[config.mk]
export PLATFORM = sky130hd
export DESIGN_NAME = instr_buffer_flat
export DESIGN_NICKNAME = d
export VERILOG_FILES = /design/src/rtl/instr_buffer_if.sv /design/src/rtl/instr_buffer.sv /design/src/flat_wrapper.sv
export SDC_FILE = /design/constraint.sdc
export NUM_CORES = 1
export LEC_CHECK = 0
export CAP_MARGIN = 20
export CORE_ASPECT_RATIO = 1.25
export CORE_UTILIZATION = 50
export CTS_CLUSTER_SIZE = 28
export DETAILED_ROUTE_END_ITERATION = 8
export PLACE_DENSITY = 0.81
export SLEW_MARGIN = 40
export SYNTH_ARGS = -nofsm -noshare
export SYNTH_HDL_FRONTEND = slang
export SYNTH_SLANG_ARGS = --single-unit
export TNS_END_PERCENT = 50
[constraint.sdc]
create_clock -name clk -period 17.97 [get_ports clk]
set_clock_uncertainty 0.15 [all_clocks]
set_input_delay 3.594 -clock clk [delete_from_list [all_inputs] [get_ports clk]]
set_output_delay 3.594 -clock clk [all_outputs]
set_load 0.02 [all_outputs]
[src/rtl/instr_buffer_if.sv]
// Fetch/decode-side bundle for instr_buffer: two-lane enqueue from fetch, two-lane head view to decode.
// The buffer uses the slave modport; the fetch/decode side (or a bench) uses master.
interface instr_buffer_if;
  logic             flush;
  logic [1:0]       in_valid;
  logic [1:0][31:0] in_pc;
  logic [1:0][31:0] in_inst;
  logic [1:0]       in_excp;
  logic [1:0][6:0]  in_excp_cause;
  logic             ib_ready;
  logic [1:0]       out_valid;
  logic [1:0][31:0] out_pc;
  logic [1:0][31:0] out_inst;
  logic [1:0]       out_excp;
  logic [1:0][6:0]  out_excp_cause;
  logic [1:0]       dec_accept;

  modport master (
    output flush, in_valid, in_pc, in_inst, in_excp, in_excp_cause, dec_accept,
    input  ib_ready, out_valid, out_pc, out_inst, out_excp, out_excp_cause
  );

  modport slave (
    input  flush, in_valid, in_pc, in_inst, in_excp, in_excp_cause, dec_accept,
    output ib_ready, out_valid, out_pc, out_inst, out_excp, out_excp_cause
  );
endinterface

[src/rtl/instr_buffer.sv]
// Dual-lane in-order instruction FIFO between fetch and decode, with flush on redirect.
// Optional enqueue-stall counter is built only when IB_STALL_CNT_EN is defined.
module instr_buffer #(
  parameter int unsigned DEPTH = 8
) (
  input  logic                     clk,
  input  logic                     rst,
  instr_buffer_if.slave            ib,
  output logic [$clog2(DEPTH):0]   count,
  output logic [31:0]              stall_cnt
);

  localparam int unsigned AW = $clog2(DEPTH);

  logic [31:0] pc_q    [DEPTH];
  logic [31:0] inst_q  [DEPTH];
  logic        excp_q  [DEPTH];
  logic [6:0]  cause_q [DEPTH];

  logic [AW-1:0] head_q, head_d;
  logic [AW-1:0] tail_q, tail_d;
  logic [AW:0]   count_q, count_d;

  logic          ready;
  logic          enq;
  logic          a0, a1;
  logic [AW:0]   e_cnt, d_cnt;
  logic [AW-1:0] wr_idx1;

  // Needs room for a full pair regardless of how many lanes fetch actually drives.
  assign ready       = (count_q <= (AW+1)'(DEPTH - 2));
  assign ib.ib_ready = ready;
  assign count       = count_q;
  assign enq         = ready && !ib.flush;

  // Lane1 lands at tail only when lane0 did not consume it.
  assign wr_idx1 = ib.in_valid[0] ? tail_q + AW'(1) : tail_q;

  always_comb begin
    a0    = ib.dec_accept[0] && (count_q > (AW+1)'(0));
    a1    = ib.dec_accept[1] && a0 && (count_q > (AW+1)'(1));
    d_cnt = (AW+1)'(a0) + (AW+1)'(a1);
    e_cnt = '0;
    if (enq) begin
      e_cnt = (AW+1)'(ib.in_valid[0]) + (AW+1)'(ib.in_valid[1]);
    end
    head_d  = head_q + AW'(d_cnt);
    tail_d  = tail_q + AW'(e_cnt);
    count_d = count_q + e_cnt - d_cnt;
  end

  always_ff @(posedge clk) begin
    if (rst || ib.flush) begin
      head_q  <= '0;
      tail_q  <= '0;
      count_q <= '0;
    end else begin
      head_q  <= head_d;
      tail_q  <= tail_d;
      count_q <= count_d;
    end
  end

  // Payload storage is never cleared; visibility is governed by count_q alone.
  always_ff @(posedge clk) begin
    if (!rst && enq) begin
      if (ib.in_valid[0]) begin
        pc_q[tail_q]    <= ib.in_pc[0];
        inst_q[tail_q]  <= ib.in_inst[0];
        excp_q[tail_q]  <= ib.in_excp[0];
        cause_q[tail_q] <= ib.in_excp_cause[0];
      end
      if (ib.in_valid[1]) begin
        pc_q[wr_idx1]    <= ib.in_pc[1];
        inst_q[wr_idx1]  <= ib.in_inst[1];
        excp_q[wr_idx1]  <= ib.in_excp[1];
        cause_q[wr_idx1] <= ib.in_excp_cause[1];
      end
    end
  end

  always_comb begin
    ib.out_valid      = '0;
    ib.out_pc         = '0;
    ib.out_inst       = '0;
    ib.out_excp       = '0;
    ib.out_excp_cause = '0;
    for (int k = 0; k < 2; k++) begin
      if (count_q > (AW+1)'(k)) begin
        ib.out_valid[k]      = 1'b1;
        ib.out_pc[k]         = pc_q[head_q + AW'(k)];
        ib.out_inst[k]       = inst_q[head_q + AW'(k)];
        ib.out_excp[k]       = excp_q[head_q + AW'(k)];
        ib.out_excp_cause[k] = cause_q[head_q + AW'(k)];
      end
    end
  end

`ifdef IB_STALL_CNT_EN
  logic [31:0] stall_q;

  always_ff @(posedge clk) begin
    if (rst) begin
      stall_q <= '0;
    end else if ((|ib.in_valid) && !ready && !ib.flush && (stall_q != 32'hFFFF_FFFF)) begin
      stall_q <= stall_q + 32'd1;
    end
  end

  assign stall_cnt = stall_q;
`else
  assign stall_cnt = '0;
`endif

endmodule

[src/flat_wrapper.sv]
// flat-port wrapper written by rule: the top's interface ports become plain ports
module instr_buffer_flat 
#(
  parameter int unsigned DEPTH = 8
)
  (clk, rst, count, stall_cnt, ib_flush, ib_in_valid, ib_in_pc, ib_in_inst, ib_in_excp, ib_in_excp_cause, ib_dec_accept, ib_ib_ready, ib_out_valid, ib_out_pc, ib_out_inst, ib_out_excp, ib_out_excp_cause);
  instr_buffer_if ib_i ();
  input  logic clk;
  input  logic rst;
  output logic [$clog2(DEPTH):0] count;
  output logic [31:0] stall_cnt;
  input wire logic [$bits(ib_i.flush)-1:0] ib_flush;
  input wire logic [$bits(ib_i.in_valid)-1:0] ib_in_valid;
  input wire logic [$bits(ib_i.in_pc)-1:0] ib_in_pc;
  input wire logic [$bits(ib_i.in_inst)-1:0] ib_in_inst;
  input wire logic [$bits(ib_i.in_excp)-1:0] ib_in_excp;
  input wire logic [$bits(ib_i.in_excp_cause)-1:0] ib_in_excp_cause;
  input wire logic [$bits(ib_i.dec_accept)-1:0] ib_dec_accept;
  output wire logic [$bits(ib_i.ib_ready)-1:0] ib_ib_ready;
  output wire logic [$bits(ib_i.out_valid)-1:0] ib_out_valid;
  output wire logic [$bits(ib_i.out_pc)-1:0] ib_out_pc;
  output wire logic [$bits(ib_i.out_inst)-1:0] ib_out_inst;
  output wire logic [$bits(ib_i.out_excp)-1:0] ib_out_excp;
  output wire logic [$bits(ib_i.out_excp_cause)-1:0] ib_out_excp_cause;
  assign ib_i.flush = ib_flush;
  assign ib_i.in_valid = ib_in_valid;
  assign ib_i.in_pc = ib_in_pc;
  assign ib_i.in_inst = ib_in_inst;
  assign ib_i.in_excp = ib_in_excp;
  assign ib_i.in_excp_cause = ib_in_excp_cause;
  assign ib_i.dec_accept = ib_dec_accept;
  assign ib_ib_ready = ib_i.ib_ready;
  assign ib_out_valid = ib_i.out_valid;
  assign ib_out_pc = ib_i.out_pc;
  assign ib_out_inst = ib_i.out_inst;
  assign ib_out_excp = ib_i.out_excp;
  assign ib_out_excp_cause = ib_i.out_excp_cause;
  instr_buffer #(.DEPTH(DEPTH)) u_core (.clk(clk), .rst(rst), .ib(ib_i), .count(count), .stall_cnt(stall_cnt));
endmodule
Word level (Yosys, flattened, before mapping)
Memories as Yosys holds them, arrays and structs flattened. A register that Yosys moved wholly into a read port is not among the register bits.
Index checks and enable logic that the tools add are counted.
{ "totals": {"ff_bits": 10, "latchBits": 0, "ramBits": 576, "mem_bits_ro": 0, "input_bits": 151, "word_cells": 48, "n_memories": 4} }
{ "memory_table": {"columns": ["memory", "depth", "word_bits", "rd", "rd_ports_with_merged_regs", "write_ports", "line_no", "source"], "rows": [
  ["u_core.inst_q", 8, 32, 2, 1, 2, "instr_buffer.sv:16", "logic [31:0] inst_q [DEPTH];"],
  ["u_core.pc_q", 8, 32, 2, 1, 2, "instr_buffer.sv:15", "logic [31:0] pc_q [DEPTH];"],
  ["u_core.cause_q", 8, 7, 2, 1, 2, "instr_buffer.sv:18", "logic [6:0] cause_q [DEPTH];"],
  ["u_core.excp_q", 8, 1, 2, 1, 2, "instr_buffer.sv:17", "logic excp_q [DEPTH];"]
]} }
{ "op_classes": {"addsub": 8, "mul": 0, "div_mod_pow": 0, "magnitude_cmp": 3, "eq_ne": 0, "n_shift": 0, "n_mux": 22, "n_bitwise": 0, "reduce_logical": 8} }
{ "ops": {"columns": ["operator", "n"], "rows": [
  ["32-bit 2-to-1 mux", 4],
  ["3-bit 2-to-1 mux", 5],
  ["7-bit 2-to-1 mux", 2],
  ["1-bit 2-to-1 mux", 10],
  ["4-bit by 1-bit > comparator with 1-bit output, second input constant", 2],
  ["3-bit by 1-bit adder with 3-bit output, second input constant", 2],
  ["3-bit adder", 2],
  ["1-bit logical AND", 5],
  ["1-bit by 1-bit adder with 2-bit output", 2],
  ["4-bit adder", 1],
  ["4-bit by 3-bit less-or-equal comparator with 1-bit output, second input constant", 1],
  ["4-bit 2-to-1 mux", 1],
  ["4-bit subtractor", 1],
  ["1-bit logical NOT", 2],
  ["1-bit logical OR", 1]
]} }

Logic depth before layout (Yosys ltp)
{ "logic_depth": {"word_depth": 7, "mapped_depth": 15, "ltp_nobuf": 14} }

Least setup slack after synthesis
No wires, ideal clock.
{ "synth_path": {"path_kind": "input to register", "startpoint": "in ib_in_valid[0]", "endpoint": "mem u_core.cause_q[2][0] (enable)", "arrival_time_ps": 9121, "t_required_ps": 17219, "setup_slack_ps": 8098, "cell_stages": 3, "cell_sequence": "clkbuf_1 -> nand4b_1 -> o21ai_0"} }
{ "synth_lines": {"columns": ["element", "line_no", "source"], "rows": [
  ["start: declaration", "flat_wrapper.sv:13", "input wire logic [$bits(ib_i.in_valid)-1:0] ib_in_valid;"],
  ["end: declaration", "instr_buffer.sv:18", null]
]} }

Final worst setup path
{ "layout_path": {"startpoint": "reg u_core.head_q[0]", "endpoint": "out ib_out_excp_cause[7]"} }
{ "layout_between": {"elab_chain_len": 3} }
{ "layout_rtl": {"columns": ["element", "line_no", "source"], "rows": [
  ["start: declaration", "instr_buffer.sv:20", "logic [AW-1:0] head_q, head_d;"],
  ["start signal: assignment", "instr_buffer.sv:54", "head_q <= '0;"],
  ["start signal: assignment", "instr_buffer.sv:58", "head_q <= head_d;"],
  ["3-bit by 1-bit adder with 3-bit output", "instr_buffer.sv:94", "ib.out_excp_cause[k] = cause_q[head_q + AW'(k)];"],
  ["memory 8 x 7 bit", null, null],
  ["7-bit 2-to-1 mux", "instr_buffer.sv:89", "if (count_q > (AW+1)'(k)) begin"],
  ["end: declaration", "flat_wrapper.sv:24", "output wire logic [$bits(ib_i.out_excp_cause)-1:0] ib_out_excp_cause;"]
]} }
No other way between the ends.

==> flow_summary.json <==
{
  "drt-initial-drc-count": 1636,
  "gp_congestion": 0.792,
  "route.met2.wl_um": 51600,
  "cts_root_buf": "clkbuf_16",
  "avgSynthCellArea_um2": 16.2,
  "num_rows": 106,
  "initial_core_util_pct": 50.9,
  "min_period_ps": 8200,
  "vias_per_cell": 6.62,
  "dieHeight_um": 294,
  "cp_num_cells": 7,
  "crit_arrival_ps": 4460,
  "postCtsSetupBuffers": 0,
  "worst_slew_pin_slew_ps": 886,
  "clk_pin_slew_ps": 70,
  "reg2reg_depth": 8,
  "sw_frac_of_total_pct": 32.6,
  "cts_resized": 0,
  "grt_pass1_vias": 23200,
  "grt_use_total_pct": 28.3,
  "routed.top_layer": "met5",
  "crit_path_start_kind": "flip-flop",
  "synth-seq-area-share_pct": 51.2,
  "internal_power_mw": 2.96,
  "synth_cells": 2106,
  "crit_type": "reg2out",
  "rr_startpoint": "u_core.count[3]",
  "grt_antenna_before_repair": 17,
  "leakagePower_nw": 12.5,
  "met3_length_um": 7860,
  "yosysUniqueCellTypes": 38,
  "cts_buffers": 60,
  "htreeDepth": 2,
  "wl_per_cell_um": 30.4,
  "cp_slowest_cell": "clkdlybuf4s50_1",
  "path_cells": "ha_4 > buf_6 > buf_6 > mux4_2 > nand2_1 > a21oi_1 > clkdlybuf4s50_1",
  "setup_violations": 0,
  "yosys_warnings": 0,
  "met1Wirelength_um": 36100,
  "max_stage_delay_ps": 680,
  "synth_edf_count": 576,
  "maxSlewViolCount": 0,
  "crit_buf_inv": 3,
  "pwr-share-comb_pct": 36.5,
  "grt_pass1_wl_um": 146000,
  "p_switching_mw": 1.43,
  "final_cells": 3268,
  "drt-pass1-iter-count": 5,
  "rsz0062_at_grt": "false",
  "worstSetupStartpoint": "u_core.head_q[0]",
  "crit_top_cell": "buf_6",
  "numClockSinks": 586,
  "ir_drop_v": 0.000109,
  "routed-via-count": 21600,
  "route.detailed.drc": 0,
  "cts_tree": "done",
  "io_buffers": 301,
  "clk_latency_ps": 620,
  "dieArea_mm2": 0.0695,
  "tns_ps": 0,
  "slew_headroom_pct": 40.9,
  "netlist_area_mm2": 0.0342,
  "hp-class": "reg2reg",
  "cp_top_family": "buffers and inverters",
  "status": "finished clean",
  "drv_cap": 0,
  "ys.flop_type": "edfxtp_1",
  "drive_above_1_share_pct": 42.5,
  "fmax_mhz": 122,
  "yosys_register_bits": 586,
  "dp.cells": 3150,
  "reg2reg_to": "u_core.inst_q[1][4]",
  "clock_path_buffers": 3,
  "pwr-share-clk_pct": 28.2,
  "syn2layout_area_growth_pct": 16.6,
  "p_per_area_mw_per_mm2": 110,
  "fin_crit_sh_pct": 45.6,
  "hold_buffers": 0,
  "fin_nets": 2517,
  "required_ps": 14230,
  "cp_max_fo": 46,
  "ys_async_sr_fraction_pct": 0,
  "ant_nets": 0,
  "die_w_um": 236,
  "dp_hpwl_um": 56000,
  "grt_overflow": 0,
  "core-area_mm2": 0.0672,
  "endpoint_kind": "output pin",
  "grt_max_degree": 76,
  "hold_viol": 0,
  "seq_power_share_pct": 35.4,
  "critical_path.endpoint": "ib_out_excp_cause[7]",
  "ios": 334,
  "r2r_slack_ps": 13420,
  "wl_um": 99200
}
-- worst register-to-register path: stages (launching register included) --
cell and delay, ps:
dfxtp_1 360, inv_1 90, ha_1 200, and3_1 300
nor4_4 620, and2_4 800, o21bai_4 320, buf_4 640
buf_4 660
-- layout by cell type (no fill, tap or decap), types with 14 or more instances in the layout --
master             n
mux2i_1           72
mux4_2           288
inv_1             14
edfxtp_1         576
buf_4             29
mux2_2           576
conb_1            32
a21oi_1           74
ha_1              14
clkbuf_16         60
clkinv_1          14
nand2_1          147
nor2_1            81
clkdlybuf4s50_1  301
-- cell type report --
class	instances	area (um2)
sequential	586	17500
clock inverter	33	340
inverter	14	52.6
timing repair buffer	345	3440
antenna	11	27.5
clock buffer	73	1550
multi-input combinational	1342	15900
fill	5025	27300
tap	864	1080
-- cell usage after synthesis, types with 4 or more instances --
cell	count	area, um2
a21oi_1	75	375
and2_1	11	68.8
buf_1	26	97.6
buf_2	59	295
buf_4	48	360
buf_6	14	158
clkbuf_1	48	180
dfxtp_1	10	200
edfxtp_1	576	17300
ha_1	15	188
inv_1	14	52.6
mux2_2	576	6490
mux2i_1	72	721
mux4_2	288	6490
nand2_1	149	559
nor2_1	81	304
o21ai_0	4	20.0
o21bai_1	4	30.0
xnor2_1	8	70.1
-- logic make-up (layout without fill, tap and decap cells) --
family                   count (synthesis)  count (layout)  synth area share (%)
other                                    1              43                0.0110
flip-flops                             586             586                  51.2
multiplexers                           936             936                  40.0
XOR/XNOR                                10              10                 0.256
adder cells (fa/ha/maj)                 17              17                 0.666
buffers and inverters                  209             465                  3.34
AND/OR/NAND/NOR                        256             256                  3.10
AO/OA/AOI/OAI                           91              91                  1.44
-- per-layer routing --
layer / global-route usage (%) / vias to the layer above
li1: - / 8945
met1: 33.4 / 11300
met2: 50.5 / 1145
met3: 5.05 / 227
met4: 12.3 / 14
met5: 0 / -
-- power groups by stage --
stage	logic [mW]	registers [mW]	clock network (mW)
finish	1.60	1.55	1.24
global route	1.68	1.55	1.30
CTS	1.60	1.56	1.25
detailed placement	1.59	1.59	0
global placement	1.57	1.58	0
floorplan	0.931	1.57	0
-- state kept, by name, summed over array words and instances, names as in the netlist --
register        cells
u_core.excp_q       8
u_core.cause_q     56
u_core.tail_q       3
u_core.head_q       3
u_core.inst_q     256
u_core.count        4
u_core.pc_q       256
-- per-stage QoR --
step / cell area, um2 / utilization [%] / hold slack (ps) / setup slack, ps / power [mW]
after CTS: 39800 / 59.2 / 470 / 9310 / 4.41
after floorplan: 34300 / - / 414 / 8100 / 2.50
after detailed placement: 37900 / 56.4 / 451 / 9670 / 3.18
after global placement: 37800 / 56.3 / 447 / 9510 / 3.16
after global routing: 39900 / 59.3 / 528 / 9510 / 4.53
final: 39900 / 59.3 / 485 / 9770 / 4.39
-- how the worst min path moves through the flow --
stage	to	cells past startpoint	startpoint
after floorplan	u_core.tail_q[2]	2	u_core.tail_q[2]
after global placement	u_core.tail_q[2]	2	u_core.tail_q[2]
after detailed placement	u_core.tail_q[2]	2	u_core.tail_q[2]
after CTS	u_core.tail_q[2]	2	u_core.tail_q[2]
after global routing	u_core.tail_q[2]	2	u_core.tail_q[2]
final	u_core.tail_q[2]	2	u_core.tail_q[2]
No activity file was read; power rests on OpenSTA's default activity.
